[src/rtl/arithmetic_shift_divider_serial_if.sv]
// arithmetic_shift_divider_serial_if: ready/valid request and result bundle for the serial shift divider.
interface arithmetic_shift_divider_serial_if #(parameter int N = 8);
    localparam int SW = $clog2(N);
    logic                in_valid;
    logic                in_ready;
    logic signed [N-1:0] in_data;
    logic [SW-1:0]       in_shift;
    logic                in_mode;
    logic                out_valid;
    logic                out_ready;
    logic signed [N-1:0] out_data;
    logic                out_inexact;
    modport master (
        output in_valid, in_data, in_shift, in_mode, out_ready,
        input  in_ready, out_valid, out_data, out_inexact
    );
    modport slave (
        input  in_valid, in_data, in_shift, in_mode, out_ready,
        output in_ready, out_valid, out_data, out_inexact
    );
endinterface

[src/rtl/arithmetic_shift_divider_serial.sv]
// arithmetic_shift_divider_serial: multi-cycle signed divide by 2**s, floor or toward-zero, with inexact flag.
module arithmetic_shift_divider_serial #(
    parameter int N    = 8,
    parameter int STEP = 1
) (
    input logic clk,
    input logic rst_n,
    arithmetic_shift_divider_serial_if.slave bus
);
    localparam int SW = $clog2(N);
    typedef enum logic [1:0] {IDLE, SHIFT, DONE} state_t;
    state_t              r_state, w_state_nxt;
    logic signed [N-1:0] r_w, w_w_nxt, w_load;
    logic [SW-1:0]       r_rem, w_rem_nxt, w_eff, w_k;
    logic                r_inexact, w_inexact_nxt;
    logic [SW:0]         w_sh_ext;
    logic [N-1:0]        w_mask;
    assign w_sh_ext = {1'b0, bus.in_shift};
    assign w_eff    = (w_sh_ext > (SW+1)'(N-1)) ? SW'(N-1) : bus.in_shift;
    assign w_mask   = ~({N{1'b1}} << w_eff);
    // Biasing negatives by 2**e-1 turns the floor shift into truncation toward zero.
    assign w_load   = (bus.in_mode && bus.in_data[N-1]) ? bus.in_data + w_mask : bus.in_data;
    assign w_k      = (r_rem > SW'(STEP)) ? SW'(STEP) : r_rem;
    always_comb begin
        w_state_nxt   = r_state;
        w_w_nxt       = r_w;
        w_rem_nxt     = r_rem;
        w_inexact_nxt = r_inexact;
        unique case (r_state)
            IDLE: if (bus.in_valid) begin
                w_w_nxt       = w_load;
                w_rem_nxt     = w_eff;
                w_inexact_nxt = |(bus.in_data & w_mask);
                w_state_nxt   = (w_eff != '0) ? SHIFT : DONE;
            end
            SHIFT: begin
                w_w_nxt     = r_w >>> w_k;
                w_rem_nxt   = r_rem - w_k;
                w_state_nxt = (r_rem == w_k) ? DONE : SHIFT;
            end
            DONE:    w_state_nxt = bus.out_ready ? IDLE : DONE;
            default: w_state_nxt = IDLE;
        endcase
    end
    always_ff @(posedge clk or negedge rst_n) begin
        if (!rst_n) begin
            r_state   <= IDLE;
            r_w       <= '0;
            r_rem     <= '0;
            r_inexact <= 1'b0;
        end else begin
            r_state   <= w_state_nxt;
            r_w       <= w_w_nxt;
            r_rem     <= w_rem_nxt;
            r_inexact <= w_inexact_nxt;
        end
    end
    assign bus.in_ready    = (r_state == IDLE);
    assign bus.out_valid   = (r_state == DONE);
    assign bus.out_data    = r_w;
    assign bus.out_inexact = r_inexact;
endmodule

[src/flat_wrapper.sv]
// flat-port wrapper written by rule: the top's interface ports become plain ports
module arithmetic_shift_divider_serial_flat 
#(
    parameter int N    = 8,
    parameter int STEP = 1
)
  (clk, rst_n, bus_in_valid, bus_in_data, bus_in_shift, bus_in_mode, bus_out_ready, bus_in_ready, bus_out_valid, bus_out_data, bus_out_inexact);
  arithmetic_shift_divider_serial_if #(.N(N)) bus_i ();
  input logic clk;
  input logic rst_n;
  input wire logic [$bits(bus_i.in_valid)-1:0] bus_in_valid;
  input wire logic [$bits(bus_i.in_data)-1:0] bus_in_data;
  input wire logic [$bits(bus_i.in_shift)-1:0] bus_in_shift;
  input wire logic [$bits(bus_i.in_mode)-1:0] bus_in_mode;
  input wire logic [$bits(bus_i.out_ready)-1:0] bus_out_ready;
  output wire logic [$bits(bus_i.in_ready)-1:0] bus_in_ready;
  output wire logic [$bits(bus_i.out_valid)-1:0] bus_out_valid;
  output wire logic [$bits(bus_i.out_data)-1:0] bus_out_data;
  output wire logic [$bits(bus_i.out_inexact)-1:0] bus_out_inexact;
  assign bus_i.in_valid = bus_in_valid;
  assign bus_i.in_data = bus_in_data;
  assign bus_i.in_shift = bus_in_shift;
  assign bus_i.in_mode = bus_in_mode;
  assign bus_i.out_ready = bus_out_ready;
  assign bus_in_ready = bus_i.in_ready;
  assign bus_out_valid = bus_i.out_valid;
  assign bus_out_data = bus_i.out_data;
  assign bus_out_inexact = bus_i.out_inexact;
  arithmetic_shift_divider_serial #(.N(N), .STEP(STEP)) u_core (.clk(clk), .rst_n(rst_n), .bus(bus_i));
endmodule
[config.mk]
export PLATFORM = sky130hd
export DESIGN_NAME = arithmetic_shift_divider_serial_flat
export DESIGN_NICKNAME = d
export VERILOG_FILES = /design/src/rtl/arithmetic_shift_divider_serial_if.sv /design/src/rtl/arithmetic_shift_divider_serial.sv /design/src/flat_wrapper.sv
export SDC_FILE = /design/constraint.sdc
export NUM_CORES = 1
export LEC_CHECK = 0
export ABC_AREA = 1
export BUFFER_PORTS_ARGS = -buffer_cell sky130_fd_sc_hd__buf_2
export CORE_MARGIN = 2
export CORE_UTILIZATION = 55
export CTS_CLUSTER_DIAMETER = 80
export DETAILED_ROUTE_END_ITERATION = 16
export PLACE_DENSITY = 0.81
export SYNTH_ARGS = -nofsm -noshare
export SYNTH_HDL_FRONTEND = slang
export SYNTH_SLANG_ARGS = --single-unit
[constraint.sdc]
create_clock -name clk -period 3.22 [get_ports clk]
set_input_delay 0.322 -clock clk [delete_from_list [all_inputs] [get_ports clk]]
set_output_delay 0.322 -clock clk [all_outputs]
set_load 0.02 [all_outputs]
=== Word level (Yosys, flattened, before mapping) ===
Cells that the tools add are included.

* Output and inout bits: 11
* Bits in registers: 14

* Shift operators: 2
* Bitwise operators: 2
* Equality and inequality tests: 4
* Multiplexer cells: 12
* Magnitude comparators: 2
* Reduce and logical (&&, ||, !) cells: 7
* $add $sub $neg: 2

{| class="wikitable"
|+ Operators with widths
! kind !! count
|-
| $mux W8 || 2
|-
| $pmux W8 S2 || 1
|-
| $mux W3 || 3
|-
| $add A8 B8 Y8 || 1
|-
| $and A8 B8 Y8 || 1
|-
| $mux W2 || 4
|-
| $not A8 Y8 || 1
|-
| $reduce_or A8 Y1 || 1
|-
| $shl A8 B3 Y8 const A || 1
|-
| $sshr A8 B3 Y8 || 1
|-
| $pmux W2 S3 || 1
|-
| $pmux W3 S2 || 1
|-
| $reduce_and A2 Y1 || 2
|-
| $eq A3 B3 Y1 || 1
|-
| $gt A3 B1 Y1 const B || 1
|-
| $gt A3 B3 Y1 const B || 1
|-
| $reduce_bool A3 Y1 || 1
|-
| $sub A3 B3 Y3 || 1
|-
| $eq A2 B1 Y1 const B || 1
|-
| $eq A2 B2 Y1 const B || 1
|-
| $logic_not A2 Y1 || 1
|-
| $ne A2 B2 Y1 const B || 1
|-
| $reduce_bool A2 Y1 || 1
|-
| $logic_and A1 B1 Y1 || 1
|}

=== Depth between registers and ports, before layout ===
Gate-level depths: netlist of run 1.

* Depth in word-level cells: 8
* Depth in mapped cells: 13
* Depth with buffers taken out: 13

=== Least setup slack after synthesis of run 1 ===
OpenSTA, ideal clock, no wires.

* Kind: input -> register
* Start: input port bus_in_shift[1]
* End: register u_core.r_w[4] (netlist: u_core.bus.out_data[4])
* Arrival time: 1624 ps
* Path buffers: 0
* Slack: 1518 ps
* Stages: 11
* Cells stage by stage: inv_1 -> nand3_1 -> ha_1 -> fa_1 -> nand3_1 -> nand3_1 -> nand2_1 -> nand2_1 -> nand2_1 -> nand2_1 -> a21oi_1

* Word-level cells in the longest chain between the ends: 8

{| class="wikitable"
|+ RTL lines
! item !! line !! RTL
|-
| start: declaration || flat_wrapper.sv:13 || <nowiki>input wire logic [$bits(bus_i.in_shift)-1:0] bus_in_shift;</nowiki>
|-
| $gt A3 B3 Y1 || arithmetic_shift_divider_serial.sv:19 || <nowiki>assign w_eff = (w_sh_ext > (SW+1)'(N-1)) ? SW'(N-1) : bus.in_shift;</nowiki>
|-
| $mux W3 * || arithmetic_shift_divider_serial.sv:19 ||
|-
| $shl A8 B3 Y8 * || arithmetic_shift_divider_serial.sv:20 || <nowiki>assign w_mask = ~({N{1'b1}} << w_eff);</nowiki>
|-
| $not A8 Y8 * || arithmetic_shift_divider_serial.sv:20 ||
|-
| $add A8 B8 Y8 * || arithmetic_shift_divider_serial.sv:22 || <nowiki>assign w_load = (bus.in_mode && bus.in_data[N-1]) ? bus.in_data + w_mask : bus.in_data;</nowiki>
|-
| $mux W8 * || arithmetic_shift_divider_serial.sv:22 ||
|-
| $mux W8 * || arithmetic_shift_divider_serial.sv:30 || <nowiki>IDLE: if (bus.in_valid) begin</nowiki>
|-
| $pmux W8 S2 * || arithmetic_shift_divider_serial.sv:29 || <nowiki>unique case (r_state)</nowiki>
|-
| end signal: assignment || arithmetic_shift_divider_serial.sv:53 || <nowiki>r_w <= w_w_nxt;</nowiki>
|-
| end: declaration || arithmetic_shift_divider_serial.sv:13 || <nowiki>logic signed [N-1:0] r_w, w_w_nxt, w_load;</nowiki>
|}

Mark *: on every way between the ends. The rest lies on a longest branch, timed or not. The select of a mux whose other input is x is not followed.
A chain may end at the register's enable or synchronous reset.

=== Worst setup path after layout of run 1 ===
* Start: input port bus_in_shift[1]
* End: register u_core.r_w[2] (netlist: u_core.bus.out_data[2])

The elaborated chain is that of the path after synthesis.

==> results of run 1 <==
-- worst max-delay path, cell delays in order --
cell and delay (ps):
buf_2 110, inv_1 110, nand3_1 140, ha_1 260, fa_1 450, nand2_1 90, nand2_1 50, o21ai_0 190
o22ai_1 100, a22oi_1 140
-- cell type report --
cell class	count	area [um2]	area share [%]
multi-input combinational	130	714	51.7
sequential	14	350	25.3
timing repair buffer	27	140	10.1
inverter	28	108	7.78
clock buffer	4	36.3	2.62
tap	27	33.8	2.44
-- what timing repair did --
| item | in CTS | in global routing |
|---|---|---|
| endpoints found under the setup margin | 0 | 0 |
| hold buffers | 1 | 0 |
| hold endpoints to repair | 14 | 0 |
-- path summary, 6_finish.rpt --
check | endpoint | start | cells after the start | slack (ps)
min reg2reg | u_core.r_rem[0]$_DFFE_PN0P_ | u_core.r_rem[0]$_DFFE_PN0P_ | 2 | 510
max | u_core.bus.out_data[2]$_DFFE_PN0P_ | bus_in_shift[1] | 10 | 1480
min | u_core.bus.out_data[7]$_DFFE_PN0P_ | bus_in_data[7] | 3 | 300
min in group asynchronous | u_core.bus.out_data[0]$_DFFE_PN0P_ | rst_n | 2 | 460
max reg2reg | u_core.r_rem[2]$_DFFE_PN0P_ | u_core.r_rem[1]$_DFFE_PN0P_ | 5 | 1830
max in group asynchronous | u_core.bus.out_data[6]$_DFFE_PN0P_ | rst_n | 2 | 2520
-- per-stage QoR --
stage	total power, uW	area (um2)	utilization (%)	hold slack [ps]	std cells
2_1_floorplan	846	1180	-	26.4	173
3_3_place_gp	1020	1340	67.4	233	225
3_5_place_dp	1040	1340	67.4	235	225
4_1_cts	1180	1380	69.8	307	230
5_1_grt	1290	1380	69.8	309	230
6_report	1180	1380	69.8	304	230
-- sequential cells by signal, indices dropped and copies added (netlist names) --
signal                  count
u_core.bus.out_data         8
u_core.bus.out_inexact      1
u_core.r_rem                3
u_core.r_state              2
-- synthesized netlist by cell type (2+ instances only) --
cell type / count
a22oi_1: 2
nand2_4: 4
ha_1: 8
or2_1: 2
inv_2: 6
a31oi_1: 2
nor3_1: 3
inv_1: 21
nor2_1: 20
o22ai_1: 2
o21ai_1: 2
a21oi_1: 11
dfrtp_1: 14
o21ai_0: 9
nand3_1: 11
nand2_1: 42
nand2_2: 2
o221ai_1: 3
-- cell families (layout without fill, tap and decap cells) --
| group | after synthesis | after routing | synth area share [%] |
|---|---|---|---|
| adders and majority gates | 9 | 9 | 10.2 |
| AOI/OAI and AO/OA | 35 | 35 | 17.8 |
| DFF | 14 | 14 | 29.8 |
| buffers and inverters | 29 | 59 | 9.47 |
| and+or+nand+nor | 86 | 86 | 32.8 |
-- metal layers --
layer | GRT usage [%] | wire length (um)
met5 | 0 | 0
met4 | 8.33 | 57
met3 | 6.55 | 221
met2 | 49.1 | 1440
met1 | 33.4 | 1250
-- report_power, final --
| part | internal (uW) | switching, uW | total, uW |
|---|---|---|---|
| logic | 249 | 466 | 715 |
| registers | 264 | 65.9 | 330 |
| clock network | 68.9 | 63.7 | 133 |
==> results.md, run 1 <==
- DRT iter0 DRCs: 31
- Synth Net Count: 198
- Post-synthesis sequential area ratio: 29.8%
- Final Skew: 0.964 ps
- GRT Util Overall: 27.9%
- Fmax: 574 MHz
- Critical Path RT: 3430 ps
- Mapped cell area: 1180 um2
- Drt wl/cell: 12.9 um
- Peak supply drop: 0.609 mV
- Post-CTS Setup Bufs: 0
- Min Tclk post-route: 1740 ps
- Layout fillers: 169
- # resized after CTS: 0
- Number of warning messages in the yosys log: 0
- Number of global-route vias before repair: 1,269
- Most frequent cells in the layout: nand2_1, buf_2, inv_1
- CTS tree: done
- WL final: 2970 um
- Rows: 16
- Yosys top cell area share: 29.8%
- Vert. Die Dim: 50.2 um
- # setup viols final: 0
- Max-cap violations: 0
- Crit end category: flip-flop
- Initial core utilization: 59.3%
- Status: finished clean
- EDFF count, synth: 0
- Fin crit share: 54.1%
- I/O Buffers: 26
- Total core area: 1980 um2
- Crit-path max FO: 5
- CTS root buf: clkbuf_4
- CP arrival: 1950 ps
- Setup CP Type: in -> reg
- # DRC: 0
- Share of post-route cells with drive strength above 1: 22.2%
- Worst slew pin tran: 327 ps
- GRT Residual Overflow: 0
- Worst hold path class: in -> reg
- Ys async rst share: 100%
- H-tree Lvls: 1
- Lkg Pwr: 0.000765 uW
- 1st-pass router iterations: 5
- RSZ-0062 raised after global routing: false
- Most area-consuming cells after synthesis: dfrtp_1, nand2_1, ha_1
- RePlAce Congestion: 0.896
- Post-Synthesis Cells: 173
- Pwr/cell area: 851 nW/um2
- Largest net degree at the start of global routing: 15
- Worst slack, placed: 1220 ps
- IO Pins: 27
- Clk Latency, worst-skew pair: 290 ps
- Library cells used by synthesis: 27
- DIE AREA: 2520 um2
- Slew Limit Fails: 0
- Main flop type after synthesis: dfrtp_1
- Slew HR: 78.2%
- Yosys top cell by area: dfrtp_1
- Initial antenna violation count: 0
- Final Hold Vio Count: 0
- Routed Antenna Nets: 0
- Clock Tree Buf Depth: 2
- Nets: 229
- Avg Vias per Cell: 5.39
- Die width: 50.2 um
- Diode count: 0
- CTS Sinks: 14
- Vias: 1,239
- Commonest non-fill, non-tap cell in the layout: nand2_1
- TNS Setup: 0 ps
- Final WS setup: 1480 ps
- Reg clk slew, reported paths: 90 ps
- TritonCTS Buffers: 3
- Number of synthesized register bits: 14
- First-pass GRT wire length: 5370 um
- Placed wire-length estimate: 2380 um
- Startpoint Class: input port
- Area grow syn2layout: 17.6%
- Mean Syn Cell Area: 6.80 um2
Note: power is estimated with default switching activity, not from simulation.
==> inputs of run 2 (changes only) <==
--- a/config.mk
+++ b/config.mk
@@ -8,10 +8,10 @@
 export ABC_AREA = 1
 export BUFFER_PORTS_ARGS = -buffer_cell sky130_fd_sc_hd__buf_2
 export CORE_MARGIN = 2
-export CORE_UTILIZATION = 55
+export CORE_UTILIZATION = 48
 export CTS_CLUSTER_DIAMETER = 80
 export DETAILED_ROUTE_END_ITERATION = 16
-export PLACE_DENSITY = 0.81
+export PLACE_DENSITY = 0.75
 export SYNTH_ARGS = -nofsm -noshare
 export SYNTH_HDL_FRONTEND = slang
 export SYNTH_SLANG_ARGS = --single-unit
==> constraint.sdc (replaced) <==
create_clock -name clk -period 1.4 [get_ports clk]
set_input_delay 0.14 -clock clk [delete_from_list [all_inputs] [get_ports clk]]
set_output_delay 0.14 -clock clk [all_outputs]
set_load 0.02 [all_outputs]
==> run 2 against run 1 <==
  * First-iteration DRC count increased by 120%
  * Final area increased by 14%
  * Via count increased by 8.6%
  * Count of clock-buffer cells in the layout decreased by 1
  * Clock skew about the same
  * Register-to-register slack got worse by 1700 ps
  * Worst hold slack got worse by 200 ps
  * Core utilization increased by 0.27 points
  * Critical endpoint is now u_core.bus.out_data[6]$_DFFE_PN0P_
==> results.md, run 2 (synthesized netlist as in run 1, its figures left out) <==
- Status: finished clean
- DIE AREA: 2860 um2
- CTS Sinks: 14
- Reg clk slew, reported paths: 90 ps
- Clk Latency, worst-skew pair: 280 ps
- Hold Path Origin: bus_in_data[7]
- Setup CP Type: in -> reg
- Clock Tree Buf Depth: 2
- CP arrival: 1550 ps
- WL final: 3490 um
- # setup viols final: 0
- Placed wire-length estimate: 2680 um
- RSZ-0062 raised after global routing: true
- Peak supply drop: 1.14 mV
- Slew HR: 77.4%
- Final instance area: 1580 um2
- Hold depth: 3
- GRT Residual Overflow: 0
- WHS: 104 ps
- Lkg Pwr: 0.000826 uW
- Drt wl/cell: 14.3 um
- Initial antenna violation count: 0
- Most frequent cells in the layout: nand2_1, buf_2, nor2_1
- Hold Path Sink: u_core.bus.out_data[7]$_DFFE_PN0P_
- Diode count: 0
- Critical Path RT: 1580 ps
- Die width: 53.5 um
- Initial core utilization: 52.2%
- Number of global-route vias before repair: 1,219
- # DRC: 0
- Worst slack, placed: -285 ps
- Routed Antenna Nets: 0
- PnR Total Power: 2820 uW
- Worst slew pin tran: 338 ps
- I/O Buffers: 26
- Reg2reg end: u_core.bus.out_data[0]$_DFFE_PN0P_
- Max FFs per register: 8
- Slew Limit Fails: 0
- RePlAce Congestion: 0.886
- First-pass GRT wire length: 5480 um
- Worst r2r src: u_core.r_state[1]$_DFFE_PN0P_
- DRT iter0 DRCs: 69
- Flop2flop setup slack: 90 ps
- H-tree Lvls: 1
- CP Launch Point: bus_in_shift[1]
- Crit end category: flip-flop
- Crit-path max FO: 4
- Final WS setup: 28.2 ps
- Multi-input logic area: 807 um2
- Reg2Reg Depth: 8
- Largest net degree at the start of global routing: 15
- Fin crit share: 98.0%
- Cell Area, Placed: 1450 um2
- Layout fillers: 201
- Area grow syn2layout: 34.3%
- 1st-pass router iterations: 4
- Worst hold path class: in -> reg
- Final Hold Vio Count: 0
- Fmax: 729 MHz
- CTS root buf: clkbuf_4
- Share of post-route cells with drive strength above 1: 34.7%
- CTS tree: done
- Max-cap violations: 0
- Vert. Die Dim: 53.5 um
- Final Skew: 0.710 ps
- Total core area: 2250 um2
- Slowest CP cell: fa_2
- Min Tclk post-route: 1370 ps
- Sequential Area: 352 um2
- IO Pins: 27
- Avg Vias per Cell: 5.52
- Pwr/cell area: 1790 nW/um2
- Vias: 1,346
- Startpoint Class: input port
- TritonCTS Buffers: 3
- Commonest non-fill, non-tap cell in the layout: nand2_1
- Delay of the slowest critical-path stage: 440 ps
- CP Cell Sequence: buf_2, inv_4, nand3_4, ha_4, fa_2, nand2_1, nand3_1, nand2_1, nand3_1, nand2_2, a21oi_2
- Rows: 17
- GRT Util Overall: 26.8%
- Nets: 243
## run 2: cell types whose count changed in the layout (fill, tap and decap cells not counted), moves of 3 or more
| cell | delta |
|---|---|
| ha_4 | +3 |
| nand3_1 | -3 |
| a21oi_1 | -3 |
| a21oi_2 | +3 |
| ha_1 | -4 |
| inv_1 | -4 |
| buf_4 | +14 |
## run 2: worst max path at each step
stage | end | slack (ps) | cells past startpoint
2_1_floorplan | u_core.bus.out_data[4]$_DFFE_PN0P_ | 9 | 11
3_3_place_gp | u_core.bus.out_data[2]$_DFFE_PN0P_ | -220 | 10
3_5_place_dp | u_core.bus.out_data[5]$_DFFE_PN0P_ | -280 | 10
4_1_cts | u_core.bus.out_data[6]$_DFFE_PN0P_ | 20 | 13
5_1_grt | u_core.bus.out_data[4]$_DFFE_PN0P_ | -50 | 13
6_report | u_core.bus.out_data[6]$_DFFE_PN0P_ | 30 | 11
## run 2: cell type report
cell class	count	share of cell area, %
Tap cell	28	2.22
Inverter	28	7.45
Timing Repair Buffer	41	15.5
Multi-Input combinational cell	130	51.1
Clock buffer	3	1.43
Sequential cell	14	22.3
## run 2: power by group
group | switching, uW | internal [uW] | total [uW] | leakage (uW)
clock | 141 | 99.9 | 241 | 0.0000138
sequential | 167 | 610 | 777 | 0.000162
combinational | 1140 | 664 | 1800 | 0.000651
## run 2: timing repair
action,in CTS,in global routing
pin swaps,0,6
hold buffers,1,0
resized for setup,1,21
endpoints found under the setup margin,1,10
endpoints found under the hold margin,14,0
buffers inserted,0,1
## run 2: metal layers
layer	global-route usage, %	wire length (um)
met1	35.1	1430
met2	44.4	1730
met3	1.98	257
met4	12.8	70
met5	0	0
## run 2: metrics by stage
stage          std cells  setup TNS (ps)  util (%)
2_1_floorplan        173               0         -
3_3_place_gp         239           -1160      64.1
3_5_place_dp         239           -1550      64.1
4_1_cts              243               0      65.7
5_1_grt              244            -131      70.0
6_report             244               0      70.0
## run 2: critical path: cells and delay by family
kind / cells / cell delay [ps]
fa+ha+maj: 2 / 610
simple gates: 6 / 530
compound gates: 1 / 50
buf+inv: 2 / 200
==> inputs of run 3 (changes only) <==
--- a/config.mk
+++ b/config.mk
@@ -8,10 +8,12 @@
 export ABC_AREA = 1
 export BUFFER_PORTS_ARGS = -buffer_cell sky130_fd_sc_hd__buf_2
 export CORE_MARGIN = 2
-export CORE_UTILIZATION = 48
+export CORE_UTILIZATION = 44
 export CTS_CLUSTER_DIAMETER = 80
 export DETAILED_ROUTE_END_ITERATION = 16
-export PLACE_DENSITY = 0.75
+export PLACE_DENSITY = 0.7
+export RECOVER_POWER = 100
+export REMOVE_ABC_BUFFERS = 1
 export SYNTH_ARGS = -nofsm -noshare
 export SYNTH_HDL_FRONTEND = slang
 export SYNTH_SLANG_ARGS = --single-unit
==> run 3 against run 2 <==
  * Clock skew rose by 1.9 ps
  * Highest routed layer unchanged
  * Sequential cell count stayed put
  * Non-clock buffer count rose by 1
  * Worst hold slack got worse by 1.9 ps
  * Combinational power down 5%
  * Worst setup slack gained 47 ps
  * Clock power is 3% lower
  * First-iteration DRC count fell by 2.9%
  * Largest cell class unchanged
==> results.md, run 3 (synthesized netlist as in run 1, its figures left out) <==
- Number of global-route vias before repair: 1,257
- Lkg Pwr: 0.000803 uW
- Worst slew pin tran: 806 ps
- Slew HR: 46.2%
- Fmax: 755 MHz
- RePlAce Congestion: 0.899
- Total core area: 2500 um2
- Rows: 18
- Critical Path RT: 1570 ps
- Peak supply drop: 1.45 mV
- Max FFs per register: 8
- Vias: 1,313
- Slew Limit Fails: 0
- Placed wire-length estimate: 2490 um
- Hold Path Sink: u_core.bus.out_data[7]$_DFFE_PN0P_
- Max-cap violations: 0
- Die width: 55.7 um
- Initial core utilization: 47.0%
- Final cell utilization of the core: 60.6%
- DRT iter0 DRCs: 67
- Crit end category: flip-flop
- 1st-pass router iterations: 5
- Initial antenna violation count: 0
- Worst hold path class: in -> reg
- I/O Buffers: 26
- Setup CP Type: reg -> reg
- Worst r2r src: u_core.r_state[1]$_DFFE_PN0P_
- RSZ-0062 raised after global routing: true
- First-pass GRT wire length: 5540 um
- Layout Cells excl Fill: 247
- IO Pins: 27
- Crit path buf inv count: 3
- CTS tree: done
- Top delay family on crit path: flip-flops
- Slowest CP cell: dfrtp_1
- Commonest non-fill, non-tap cell in the layout: nand2_1
- Final Skew: 2.58 ps
- Clk Latency, worst-skew pair: 280 ps
- # DRC: 0
- Most frequent CP cell: nand2_4
- Pwr/cell area: 1790 nW/um2
- Reg2reg end: u_core.bus.out_data[0]$_DFFE_PN0P_
- Most frequent cells in the layout: nand2_1, nor2_1, inv_1
- # setup viols final: 0
- Share of post-route cells with drive strength above 1: 27.2%
- Clock Tree Buf Depth: 2
- Crit-path max FO: 10
- Diode count: 0
- Routed Antenna Nets: 0
- CTS Sinks: 14
- WHS: 102 ps
- H-tree Lvls: 1
- Final Hold Vio Count: 0
- WL final: 3310 um
- Placed Cells: 242
- Hold depth: 3
- Vert. Die Dim: 55.7 um
- CP arrival: 1490 ps
- DIE AREA: 3100 um2
- Status: finished clean
- Hold Path Origin: bus_in_data[7]
- GRT Residual Overflow: 0
- Min Tclk post-route: 1320 ps
- Drt wl/cell: 13.4 um
- Nets: 244
- Startpoint Class: flip-flop
- Largest net degree at the start of global routing: 15
- GRT Util Overall: 22.1%
- Area grow syn2layout: 28.7%
- Avg Vias per Cell: 5.32
- CP Launch Point: u_core.r_state[1]$_DFFE_PN0P_
- Reg clk slew, reported paths: 80 ps
- Fin crit share: 94.6%
- CTS root buf: clkbuf_4
- Reg2Reg Depth: 8
- Delay of the slowest critical-path stage: 430 ps
- TritonCTS Buffers: 3
- Flop2flop setup slack: 80 ps
- CP Cell Sequence: inv_2, nand2_4, inv_6, nand2_4, nand2_4, inv_2, a31oi_1, a21oi_1
run 3: cell types whose count changed in the layout (fill, tap and decap cells not counted), moves of 2 or more:
cell,delta
inv_4,-3
inv_2,+2
a21oi_1,+2
ha_4,-2
clkbuf_1,+10
ha_1,+3
buf_2,-10
a21oi_2,-2
run 3: layout make-up:
type	instances	area, um2
clock buffer	3	22.5
fill	247	986
inverter	28	110
multi-input combinational	130	756
sequential	14	350
tap	30	37.5
timing repair buffer	42	238
run 3: metal layers:
metal / part of all wire, % / global-route usage (%) / wire (um) / vias up
li1: - / - / - / 660
met3: 4.6 / 1.86 / 153 / 6
met5: 0 / 0 / 0 / -
met1: 46 / 29.5 / 1520 / 612
met4: 1.8 / 9.06 / 61 / 0
met2: 48 / 36.7 / 1580 / 35
run 3: report_power, final:
group          internal [uW]  leakage [uW]  switching, uW
Combinational            599      0.000627           1110
Clock                   99.9     0.0000138            133
Sequential               607      0.000163            165
Total                   1310      0.000803           1410
run 3: worst max-delay path by stage:
stage / end / slack [ps] / cells past startpoint
3_5_place_dp: u_core.bus.out_data[4]$_DFFE_PN0P_ / -380 / 12
4_1_cts: u_core.bus.out_data[4]$_DFFE_PN0P_ / 20 / 12
2_1_floorplan: u_core.bus.out_data[4]$_DFFE_PN0P_ / -120 / 11
5_1_grt: u_core.bus.out_data[5]$_DFFE_PN0P_ / -20 / 12
3_3_place_gp: u_core.bus.out_data[4]$_DFFE_PN0P_ / -290 / 12
6_report: u_core.bus.out_data[0]$_DFFE_PN0P_ / 80 / 8
run 3: through the flow:
step,setup slack [ps],TNS [ps],cell area (um2),power (uW)
6_report,75.5,0,1510,2710
3_3_place_gp,-288,-1500,1450,2390
5_1_grt,-24.3,-48.5,1510,2940
3_5_place_dp,-380,-1740,1450,2430
2_1_floorplan,-120,-314,1170,1940
4_1_cts,19.0,0,1500,2670
run 3: tightest hold or removal path: cells and delay by family:
kind	cells	cell delay [ps]
buffers and inverters	1	90
and+or+nand+nor	2	120
run 3: repair_timing:
item / 4_1_cts / 5_1_grt
pin swaps: 2 / 2
hold endpoints to repair: 14 / 0
gates resized for setup: 8 / 8
setup buffers: 0 / 1
hold buffers: 1 / 0
setup endpoints to repair: 2 / 6
